**config.mk**
```make
export PLATFORM = sky130hd
export DESIGN_NAME = vga_sync_monitor_flat
export DESIGN_NICKNAME = d
export VERILOG_FILES = /design/src/rtl/vga_sync_monitor_if.sv /design/src/rtl/vga_sync_monitor.sv /design/src/flat_wrapper.sv
export SDC_FILE = /design/constraint.sdc
export NUM_CORES = 1
export LEC_CHECK = 0
export ABC_CLOCK_PERIOD_IN_PS = 3500
export CAP_MARGIN = 20
export CORE_MARGIN = 5
export CORE_UTILIZATION = 65
export CTS_CLUSTER_SIZE = 16
export DETAILED_ROUTE_END_ITERATION = 8
export DONT_BUFFER_PORTS = 1
export PLACE_DENSITY = 0.82
export SLEW_MARGIN = 20
export SYNTH_ARGS = -nofsm -noshare
export SYNTH_HDL_FRONTEND = slang
export SYNTH_SLANG_ARGS = --single-unit
export TNS_END_PERCENT = 1
```
**constraint.sdc**
```tcl
create_clock -name clk -period 3.5 [get_ports clk]
set_input_delay 0.35 -clock clk [delete_from_list [all_inputs] [get_ports clk]]
set_output_delay 0.35 -clock clk [all_outputs]
set_load 0.02 [all_outputs]
```
**src/rtl/vga_sync_monitor_if.sv**
```systemverilog
// Sync inputs and regenerated timing outputs of the VGA receive-side monitor.
// The master side is the sync source (generator or capture front end); the
// slave side is the monitor itself.
interface vga_sync_monitor_if;
  logic       h_sync;
  logic       v_sync;
  logic       locked;
  logic       de;
  logic [9:0] pix_x;
  logic [8:0] line_y;
  logic       frame_start;
  logic       sync_err;

  modport master (
    output h_sync, v_sync,
    input  locked, de, pix_x, line_y, frame_start, sync_err
  );

  modport slave (
    input  h_sync, v_sync,
    output locked, de, pix_x, line_y, frame_start, sync_err
  );
endinterface

```
**src/rtl/vga_sync_monitor.sv**
```systemverilog
// Receive-side VGA timing monitor. Synchronizes incoming active-low syncs,
// measures sync width, line period and frame length, declares lock after a run
// of good frames and, while locked, regenerates de / pixel / line coordinates.
module vga_sync_monitor #(
  parameter int unsigned CLK_PER_LINE    = 1600,
  parameter int unsigned HS_LEN          = 192,
  parameter int unsigned H_ACT_START     = 288,
  parameter int unsigned H_ACT_LEN       = 1280,
  parameter int unsigned LINES_PER_FRAME = 521,
  parameter int unsigned V_ACT_START     = 31,
  parameter int unsigned V_ACT_LINES     = 480,
  parameter int unsigned LOCK_FRAMES     = 2
) (
  input  logic              clk,
  input  logic              reset,
  vga_sync_monitor_if.slave vga
);

  localparam logic [10:0] H_MAX    = 11'd2047;
  localparam logic [9:0]  V_MAX    = 10'd1023;
  localparam logic [11:0] HS_LEN_C = 12'(HS_LEN);
  localparam logic [11:0] CPL_C    = 12'(CLK_PER_LINE);
  localparam logic [10:0] LPF_C    = 11'(LINES_PER_FRAME);
  localparam logic [10:0] H_ACT_LO = 11'(H_ACT_START);
  localparam logic [10:0] H_ACT_HI = 11'(H_ACT_START + H_ACT_LEN);
  localparam logic [9:0]  V_ACT_LO = 10'(V_ACT_START);
  localparam logic [9:0]  V_ACT_HI = 10'(V_ACT_START + V_ACT_LINES);
  localparam int          GW       = $clog2(LOCK_FRAMES + 1);
  localparam logic [GW-1:0] LOCK_N = GW'(LOCK_FRAMES);

  typedef enum logic {ACQUIRE, LOCKED} lock_state_e;

  // Sync capture: [0] metastability flop, [1] synchronized, [2] previous value.
  logic [2:0]    hs_pipe_q, vs_pipe_q;

  logic [10:0]   h_cnt_q, h_cnt_d;
  logic [9:0]    v_cnt_q, v_cnt_d;
  logic          vs_pend_q, vs_pend_d;
  logic          per_valid_q, per_valid_d;   // a previous fall exists to time the period from
  logic          judged_q, judged_d;         // current frame started at a clean boundary
  lock_state_e   state_q, state_d;
  logic [GW-1:0] good_cnt_q, good_cnt_d;

  logic          de_q, de_d;
  logic [9:0]    pix_x_q, pix_x_d;
  logic [8:0]    line_y_q, line_y_d;
  logic          frame_start_q;
  logic          sync_err_q;

  logic          h_fall, h_rise, v_fall, frame_bnd;
  logic [11:0]   h_len;
  logic [10:0]   v_len;
  logic          width_err, period_err, timeout, frame_err, violation, frame_good;

  assign h_fall    = hs_pipe_q[2] & ~hs_pipe_q[1];
  assign h_rise    = ~hs_pipe_q[2] & hs_pipe_q[1];
  assign v_fall    = vs_pipe_q[2] & ~vs_pipe_q[1];
  assign frame_bnd = h_fall & (vs_pend_q | v_fall);

  assign h_len      = {1'b0, h_cnt_q} + 12'd1;
  assign v_len      = {1'b0, v_cnt_q} + 11'd1;
  assign width_err  = h_rise && (h_len != HS_LEN_C);
  assign period_err = h_fall && per_valid_q && (h_len != CPL_C);
  assign timeout    = !h_fall && (h_cnt_q == H_MAX - 11'd1);
  assign frame_err  = frame_bnd && judged_q && (v_len != LPF_C);
  assign violation  = width_err | period_err | timeout | frame_err;
  assign frame_good = frame_bnd && judged_q && !violation;

  // Synchronize both syncs and keep one bit of history for edge detection.
  // NOTE: the synchronizer resets to 1 (idle) so releasing reset with the syncs high produces no false edge.
  always_ff @(posedge clk or posedge reset) begin
    if (reset) begin
      hs_pipe_q <= 3'b111;
      vs_pipe_q <= 3'b111;
    end else begin
      // NOTE: non-blocking assignment so every flop captures the pre-edge value, independent of statement order.
      hs_pipe_q <= {hs_pipe_q[1:0], vga.h_sync};
      vs_pipe_q <= {vs_pipe_q[1:0], vga.v_sync};
    end
  end

  // Next-state for the line/frame counters and the measurement qualifiers.
  always_comb begin
    // NOTE: every output of this block gets a default first, so no path can infer a latch.
    h_cnt_d     = h_cnt_q;
    v_cnt_d     = v_cnt_q;
    vs_pend_d   = vs_pend_q;
    per_valid_d = per_valid_q;
    judged_d    = judged_q;

    if (h_fall)                 h_cnt_d = '0;
    else if (h_cnt_q != H_MAX)  h_cnt_d = h_cnt_q + 11'd1;

    if (frame_bnd)                      v_cnt_d = '0;
    else if (h_fall && v_cnt_q != V_MAX) v_cnt_d = v_cnt_q + 10'd1;

    if (frame_bnd)   vs_pend_d = 1'b0;
    else if (v_fall) vs_pend_d = 1'b1;

    // After a timeout the counter no longer holds a real period.
    if (timeout)     per_valid_d = 1'b0;
    else if (h_fall) per_valid_d = 1'b1;

    // A frame is judged only if it began at a boundary with no violation since.
    if (violation)      judged_d = 1'b0;
    else if (frame_bnd) judged_d = 1'b1;
  end

  // Lock FSM: count good frames in ACQUIRE, any violation restarts acquisition.
  always_comb begin
    state_d    = state_q;
    good_cnt_d = good_cnt_q;
    case (state_q)
      ACQUIRE: begin
        if (good_cnt_q == LOCK_N) state_d    = LOCKED;
        else if (frame_good)      good_cnt_d = good_cnt_q + GW'(1);
      end
      LOCKED:  ;
      default: state_d = ACQUIRE;
    endcase
    if (violation) begin
      state_d    = ACQUIRE;
      good_cnt_d = '0;
    end
  end

  // Output decode; de uses the next lock state so it drops with the violation.
  always_comb begin
    de_d     = (state_d == LOCKED) &&
               (h_cnt_q >= H_ACT_LO) && (h_cnt_q < H_ACT_HI) &&
               (v_cnt_q >= V_ACT_LO) && (v_cnt_q < V_ACT_HI);
    pix_x_d  = '0;
    line_y_d = '0;
    if (de_d) begin
      pix_x_d  = 10'((h_cnt_q - H_ACT_LO) >> 1);
      line_y_d = 9'(v_cnt_q - V_ACT_LO);
    end
  end

  // State, counters and registered outputs.
  always_ff @(posedge clk or posedge reset) begin
    if (reset) begin
      h_cnt_q       <= '0;
      v_cnt_q       <= '0;
      vs_pend_q     <= 1'b0;
      per_valid_q   <= 1'b0;
      judged_q      <= 1'b0;
      state_q       <= ACQUIRE;
      good_cnt_q    <= '0;
      de_q          <= 1'b0;
      pix_x_q       <= '0;
      line_y_q      <= '0;
      frame_start_q <= 1'b0;
      sync_err_q    <= 1'b0;
    end else begin
      h_cnt_q       <= h_cnt_d;
      v_cnt_q       <= v_cnt_d;
      vs_pend_q     <= vs_pend_d;
      per_valid_q   <= per_valid_d;
      judged_q      <= judged_d;
      state_q       <= state_d;
      good_cnt_q    <= good_cnt_d;
      de_q          <= de_d;
      pix_x_q       <= pix_x_d;
      line_y_q      <= line_y_d;
      frame_start_q <= frame_bnd;
      sync_err_q    <= violation;
    end
  end

  assign vga.locked      = (state_q == LOCKED);
  assign vga.de          = de_q;
  assign vga.pix_x       = pix_x_q;
  assign vga.line_y      = line_y_q;
  assign vga.frame_start = frame_start_q;
  assign vga.sync_err    = sync_err_q;

endmodule

```
**src/flat_wrapper.sv**
```systemverilog
// flat-port wrapper written by rule: the top's interface ports become plain ports
module vga_sync_monitor_flat 
#(
  parameter int unsigned CLK_PER_LINE    = 1600,
  parameter int unsigned HS_LEN          = 192,
  parameter int unsigned H_ACT_START     = 288,
  parameter int unsigned H_ACT_LEN       = 1280,
  parameter int unsigned LINES_PER_FRAME = 521,
  parameter int unsigned V_ACT_START     = 31,
  parameter int unsigned V_ACT_LINES     = 480,
  parameter int unsigned LOCK_FRAMES     = 2
)
  (clk, reset, vga_h_sync, vga_v_sync, vga_locked, vga_de, vga_pix_x, vga_line_y, vga_frame_start, vga_sync_err);
  vga_sync_monitor_if vga_i ();
  input  logic clk;
  input  logic reset;
  input wire logic [$bits(vga_i.h_sync)-1:0] vga_h_sync;
  input wire logic [$bits(vga_i.v_sync)-1:0] vga_v_sync;
  output wire logic [$bits(vga_i.locked)-1:0] vga_locked;
  output wire logic [$bits(vga_i.de)-1:0] vga_de;
  output wire logic [$bits(vga_i.pix_x)-1:0] vga_pix_x;
  output wire logic [$bits(vga_i.line_y)-1:0] vga_line_y;
  output wire logic [$bits(vga_i.frame_start)-1:0] vga_frame_start;
  output wire logic [$bits(vga_i.sync_err)-1:0] vga_sync_err;
  assign vga_i.h_sync = vga_h_sync;
  assign vga_i.v_sync = vga_v_sync;
  assign vga_locked = vga_i.locked;
  assign vga_de = vga_i.de;
  assign vga_pix_x = vga_i.pix_x;
  assign vga_line_y = vga_i.line_y;
  assign vga_frame_start = vga_i.frame_start;
  assign vga_sync_err = vga_i.sync_err;
  vga_sync_monitor #(.CLK_PER_LINE(CLK_PER_LINE), .HS_LEN(HS_LEN), .H_ACT_START(H_ACT_START), .H_ACT_LEN(H_ACT_LEN), .LINES_PER_FRAME(LINES_PER_FRAME), .V_ACT_START(V_ACT_START), .V_ACT_LINES(V_ACT_LINES), .LOCK_FRAMES(LOCK_FRAMES)) u_core (.clk(clk), .reset(reset), .vga(vga_i));
endmodule
```
==> results of run 1 <==
## power breakdown
group	switching [mW]	leakage, nW	total (mW)	internal (mW)
Combinational	0.0766	0.489	0.121	0.0445
Sequential	0.0542	0.731	0.719	0.664
Clock	0.192	0.0612	0.423	0.232
Total	0.323	1.28	1.26	0.940
## flip-flops by register name (all words and copies together), names as in the netlist
signal / flops
u_core.vs_pend_q: 1
u_core.hs_pipe_q: 3
u_core.vga.locked: 1
u_core.good_cnt_q: 2
u_core.per_valid_q: 1
u_core.h_cnt_q: 11
u_core.vs_pipe_q: 3
u_core.v_cnt_q: 10
u_core.vga.de: 1
u_core.vga.frame_start: 1
u_core.vga.line_y: 9
u_core.vga.pix_x: 10
u_core.judged_q: 1
u_core.vga.sync_err: 1
## cells by family after synthesis
family                     Yosys count  share of synthesized area
AOI/OAI and AO/OA                   52                      0.124
xor gates and xnor gates            23                     0.0656
adders and majority gates            9                     0.0367
buffers and inverters               33                     0.0579
DFF                                 55                      0.451
and+or+nand+nor                    133                      0.265
## cells in the final DEF (no fill, tap or decap), types with 4 or more instances in the layout
master	n
nor3_2	19
nand2b_1	4
xnor2_1	13
inv_1	8
o211ai_1	5
ha_1	9
nor2_1	32
nand2_1	32
dfstp_2	6
nand3_1	12
clkbuf_8	6
dfrtp_1	49
a31oi_1	4
nor4b_2	4
o21ai_0	9
xor2_1	10
a21oi_1	11
## synthesized netlist by cell type (2+ instances only)
cell | count | area share
inv_1 | 9 | 0.011
dfrtp_1 | 49 | 0.40
ha_1 | 9 | 0.037
nor3_1 | 3 | 0.0049
buf_2 | 13 | 0.021
nand4_1 | 3 | 0.0061
nor2_1 | 32 | 0.039
nor3b_2 | 2 | 0.0082
and3_1 | 3 | 0.0061
nand2b_1 | 4 | 0.0082
nor3_2 | 19 | 0.062
or3_1 | 3 | 0.0061
o21ai_0 | 9 | 0.015
o21a_1 | 2 | 0.0049
a211oi_1 | 4 | 0.0098
buf_6 | 4 | 0.015
nor4b_2 | 4 | 0.020
dfstp_2 | 6 | 0.051
nor4_1 | 2 | 0.0041
a21oi_1 | 11 | 0.018
clkbuf_1 | 4 | 0.0049
nand3_1 | 12 | 0.020
a31oi_1 | 4 | 0.0082
nor2b_1 | 3 | 0.0061
buf_4 | 2 | 0.0049
a32o_1 | 2 | 0.0065
o211ai_1 | 5 | 0.012
and4_1 | 2 | 0.0057
nand2_1 | 32 | 0.039
o41ai_1 | 2 | 0.0057
xor2_1 | 10 | 0.029
o21ai_1 | 3 | 0.0049
xnor2_1 | 13 | 0.037
## metal layers
metal | part of all wire | vias up | GRT usage
li1 | - | 1031 | -
met1 | 0.47 | 1024 | 0.281
met2 | 0.46 | 69 | 0.310
met3 | 0.050 | 11 | 0.0351
met4 | 0.023 | 0 | 0.0734
met5 | 0 | - | 0
## metrics by stage
stage / hold slack [ps] / util
2_1_floorplan: 345 / -
3_3_place_gp: 346 / 0.646
3_5_place_dp: 348 / 0.646
4_1_cts: 24.0 / 0.672
5_1_grt: 11.1 / 0.674
6_report: 34.1 / 0.674
## layout make-up
class                      count  area [um2]
fill                         324        1520
multi-input combinational    217        1510
sequential                    55        1380
clock buffer                   6        82.6
tap                           54        67.6
clock inverter                 2        35.0
inverter                       9        35.0
timing repair buffer           3        22.5
## worst max-delay path by stage
| stage | start | end | slack [ps] | cells past startpoint |
|---|---|---|---|---|
| 4_1_cts | u_core.v_cnt_q[0]$_DFFE_PP0P_ | u_core.vga.line_y[0]$_DFF_PP0_ | 640 | 6 |
| 3_3_place_gp | u_core.v_cnt_q[0]$_DFFE_PP0P_ | u_core.vga.line_y[3]$_DFF_PP0_ | 800 | 6 |
| 5_1_grt | u_core.v_cnt_q[0]$_DFFE_PP0P_ | u_core.vga.line_y[0]$_DFF_PP0_ | 590 | 7 |
| 3_5_place_dp | u_core.v_cnt_q[0]$_DFFE_PP0P_ | u_core.vga.line_y[0]$_DFF_PP0_ | 680 | 6 |
| 6_report | u_core.v_cnt_q[0]$_DFFE_PP0P_ | u_core.vga.line_y[0]$_DFF_PP0_ | 830 | 7 |
| 2_1_floorplan | u_core.v_cnt_q[1]$_DFFE_PP0P_ | u_core.vga.pix_x[4]$_DFF_PP0_ | 1310 | 9 |
## worst register-to-register path, cell delays in order, from the launching register on
cell      delay, ps
dfrtp_1         510
ha_1            350
and4_1          370
or4_1           170
o211ai_1         90
a211oi_2        580
buf_4           270
nor4b_2         230
==> summary.txt, run 1 <==
largest net degree at the start of global routing - 56
Worst Path Buf+Inv - 1
Clock transition at path regs - 90 ps
worst slew pin tran - 919 ps
Worst EP required - 3700 ps
Pins Over Slew Limit - 0
synth warn - 0
fraction of registers with async set/reset - 1.00
Final HPWL DP - 3930 um
P_leak - 1.28 nW
CP peak stage delay - 580 ps
post-placement setup slack - 677 ps
post-CTS setup buffer count - 0
CP Max Fanout - 12
fin nets - 304
Avg Inst Size Synth - 10.1 um2
startpoint types - flip-flop
final setup margin - 831 ps
hold path endpoint - u_core.hs_pipe_q[0]$_DFF_PP1_
root buf cell - clkbuf_8
Cell Area, Synth - 3070 um2
# Max-Cap Violations - 0
Hold Path Cell Cnt - 0
Unique masters post-synth - 53
Routability Congestion - 0.867
maximum root-to-sink buffer count - 2
Die Ht - 78.7 um
Total Power - 1.26 mW
Area growth syn-to-layout - 2.28%
FF+latch count, synth - 55
DR vias - 2135
Initial Util - 0.659
Post-Synthesis Cells - 305
R2R depth - 7
worst vdd ir - 0.274 mV
worst flop-to-flop path endpoint - u_core.vga.line_y[0]$_DFF_PP0_
RSZ-0062 raised after global routing - false
first-pass GRT wire length - 9870 um
post-route ant nets - 0
period utilization - 0.762
GR Overflow Total - 0
drt total wl - 5560 um
status - complete, no violations
Post-CTS Hold Fix Bufs - 0
fraction of final layout cells with drive strength greater than 1 - 0.182
DIE AREA - 6200 um2
sum of negative setup slack - 0 ps
initial antenna violation count - 0
Critical Path, Cell by Cell - ha_1, and4_1, or4_1, o211ai_1, a211oi_2, buf_4, nor4b_2
Worst-Skew Late Latency - 300 ps
final hold vios - 0
Horiz. Die Dim - 78.7 um
kind of critical path - reg -> reg
Clock Sinks - 55
worst r2r src - u_core.v_cnt_q[0]$_DFFE_PP0P_
Hold WC Path Type - in -> reg
Max Clk Rate - 375 MHz
Worst Min Path Start - vga_h_sync
vias per inst - 6.17
syn nets - 318
Worst slew margin - 0.387
fin cells - 346
Worst R2R Setup Slack - 830 ps
post_cts resized - 0
Finished Cell Area - 3140 um2
DRT Pass-1 Iters - 4
delay-heaviest family, CP - simple AND/OR/NAND/NOR gates
DR WL/cell - 16.1 um
initial DRC count - 144
GR Util All Layers - 0.200
placed insts - 337
Synth Flop Type - dfrtp_1
placed cell areas - 3010 um2
crit path DAT - 2870 ps
H-Tree Level Count - 2
Final setup viols - 0
Ports - 27
Rows - 25
sequential fraction of the synthesis area - 0.451
Tmin final - 2670 ps
Critical Path Sink Type - flip-flop
Buffers on Ports - 0
vias in the first global route - 2088
core box area - 4660 um2
DRC viols - 0
critical path's slowest cell - a211oi_2
power density cells - 402 nW/um2
CTS tree - yes
Post-synth EDFFs - 0
CTS Buf Count - 5
Clock Skew - 5.54 ps
n_diodes - 0
(Power assumes the default switching activity.)
==> inputs of run 2 (changes only) <==
--- a/config.mk
+++ b/config.mk
@@ -5,14 +5,14 @@
 export SDC_FILE = /design/constraint.sdc
 export NUM_CORES = 1
 export LEC_CHECK = 0
-export ABC_CLOCK_PERIOD_IN_PS = 3500
+export ABC_CLOCK_PERIOD_IN_PS = 2400
 export CAP_MARGIN = 20
 export CORE_MARGIN = 5
-export CORE_UTILIZATION = 65
+export CORE_UTILIZATION = 57
 export CTS_CLUSTER_SIZE = 16
 export DETAILED_ROUTE_END_ITERATION = 8
 export DONT_BUFFER_PORTS = 1
-export PLACE_DENSITY = 0.82
+export PLACE_DENSITY = 0.76
 export SLEW_MARGIN = 20
 export SYNTH_ARGS = -nofsm -noshare
 export SYNTH_HDL_FRONTEND = slang
==> constraint.sdc (replaced) <==
create_clock -name clk -period 2.4 [get_ports clk]
set_input_delay 0.24 -clock clk [delete_from_list [all_inputs] [get_ports clk]]
set_output_delay 0.24 -clock clk [all_outputs]
set_load 0.02 [all_outputs]
==> summary.txt, run 2 (synthesized netlist as in run 1, its figures left out) <==
GR Overflow Total - 0
core box area - 5170 um2
Combinational Power Share - 0.145
worst vdd ir - 0.322 mV
# Max-Cap Violations - 0
power density cells - 520 nW/um2
Clock Sinks - 55
placed cell areas - 3170 um2
H-Tree Level Count - 2
kind of critical path - reg -> reg
Tmin final - 2310 ps
WHS - -4.02 ps
DIE AREA - 6950 um2
Critical Path Sink Type - flip-flop
Worst slew margin - 0.517
multi-input combinational cell area - 1630 um2
switching share of total power - 0.282
switching power - 0.506 mW
Die Ht - 83.4 um
Reg with most FFs - u_core.h_cnt_q
fin nets - 330
worst slew pin tran - 723 ps
Worst EP required - 2630 ps
Rows - 26
n_diodes - 0
Routability Congestion - 0.871
Final HPWL DP - 4220 um
DRC viols - 0
Finished Cell Area - 3450 um2
initial DRC count - 185
startpoint types - flip-flop
most frequent cells in the layout - dfrtp_1 (43), nor2_1 (32), nand2_1 (31)
worst r2r src - u_core.h_cnt_q[6]$_DFFE_PP0P_
max FFs per register - 11
Horiz. Die Dim - 83.4 um
CTS Buf Count - 5
CP Max Fanout - 7
Filler Cells Inserted - 361
FF/Latch Area - 1390 um2
RSZ-0062 raised after global routing - true
status - finished, violations left
Buffers on Ports - 0
root buf cell - clkbuf_8
failing checks - negative hold slack
initial antenna violation count - 0
drt total wl - 6340 um
Final setup viols - 0
DR WL/cell - 16.3 um
DRT Pass-1 Iters - 4
most common cell after layout, fill and taps aside - dfrtp_1
CTS tree - yes
Worst R2R Setup Slack - 90 ps
R2R depth - 8
fraction of final layout cells with drive strength greater than 1 - 0.277
Worst Setup SP - u_core.h_cnt_q[6]$_DFFE_PP0P_
maximum root-to-sink buffer count - 2
Clock power frac - 0.276
vias in the first global route - 2079
GR Util All Layers - 0.178
Ports - 27
power share of the sequential group - 0.579
DR vias - 2261
Clock Skew - 7.80 ps
first-pass GRT wire length - 10400 um
vias per inst - 5.83
Area growth syn-to-layout - 12.4%
post-route ant nets - 0
period utilization - 0.964
final hold vios - 3
Clock transition at path regs - 90 ps
Worst-Skew Late Latency - 310 ps
sum of negative setup slack - 0 ps
Initial Util - 0.593
P_int - 1.29 mW
crit path DAT - 2550 ps
largest net degree at the start of global routing - 56
Max Clk Rate - 432 MHz
Hold WC Path Type - in -> async
Pins Over Slew Limit - 0
P_leak - 1.39 nW
-- run 2: changes by cell type in the layout (fill, tap and decap cells not counted), sizes merged --
cell,previous run,this run
dlygate4sd3,0,2
o2bb2ai,1,3
inv,8,9
buf,3,25
clkinv,2,1
bufinv,1,0
clkinvlp,0,1
-- run 2: area by class of cell --
cell class | instances | share of cell area
clock buffers | 6 | 0.0210
clock inverters | 2 | 0.00363
inverters | 9 | 0.00979
multi-input cells | 219 | 0.473
flip-flops and latches | 55 | 0.403
well taps | 70 | 0.0254
repair buffers | 27 | 0.0638
-- run 2: power groups by stage --
stage / sequential, mW / combinational, mW / clock (mW)
floorplan: 1.01 / 0.205 / 0
global placement: 1.05 / 0.221 / 0
detailed placement: 1.05 / 0.225 / 0
CTS: 1.03 / 0.230 / 0.511
global route: 1.05 / 0.286 / 0.552
finish: 1.04 / 0.260 / 0.496
-- run 2: routing by layer --
metal  GRT usage  routed length [um]  vias up
met5           0                   0        -
met4      0.0490                  54        0
met3      0.0347                 371        4
met2       0.253                2860       71
met1       0.273                3050     1101
li1            -                   -     1085
-- run 2: path summary, 6_finish.rpt --
| path | end |
|---|---|
| max in group asynchronous | u_core.v_cnt_q[2]$_DFFE_PP0P_ |
| max reg2reg | u_core.vga.line_y[1]$_DFF_PP0_ |
| max | u_core.vga.line_y[1]$_DFF_PP0_ |
| min reg2reg | u_core.hs_pipe_q[1]$_DFF_PP1_ |
| min | u_core.h_cnt_q[0]$_DFFE_PP0P_ |
| min in group clk | u_core.hs_pipe_q[1]$_DFF_PP1_ |
-- run 2: what timing repair did --
item                                    4_1_cts  5_1_grt
resized for setup                             4       15
buffers inserted                              0        7
pin swaps                                     2        4
gates cloned                                  0        2
hold endpoints to repair                      2        0
endpoints found under the setup margin       21       25
hold buffers                                  2        0
-- run 2: metrics by stage --
stage          hold slack [ps]  cells  power, mW  worst slack (ps)   util
2_1_floorplan              244    305       1.22               208      -
3_3_place_gp               245    369       1.27             -17.2  0.612
3_5_place_dp               245    369       1.27              -121  0.612
4_1_cts                   22.0    379       1.77             -42.9  0.635
5_1_grt                   61.6    388       1.89             -14.0  0.667
6_report                 -4.02    388       1.79              86.6  0.667
-- run 2: worst max-delay path, stage by stage, from the launching register on --
cell and delay, ps:
dfrtp_1 420, buf_4 160, nand4_4 130, or4_4 500
a22oi_2 220, o2111ai_4 210, o2bb2ai_4 270, buf_4 180
nor3_2 150
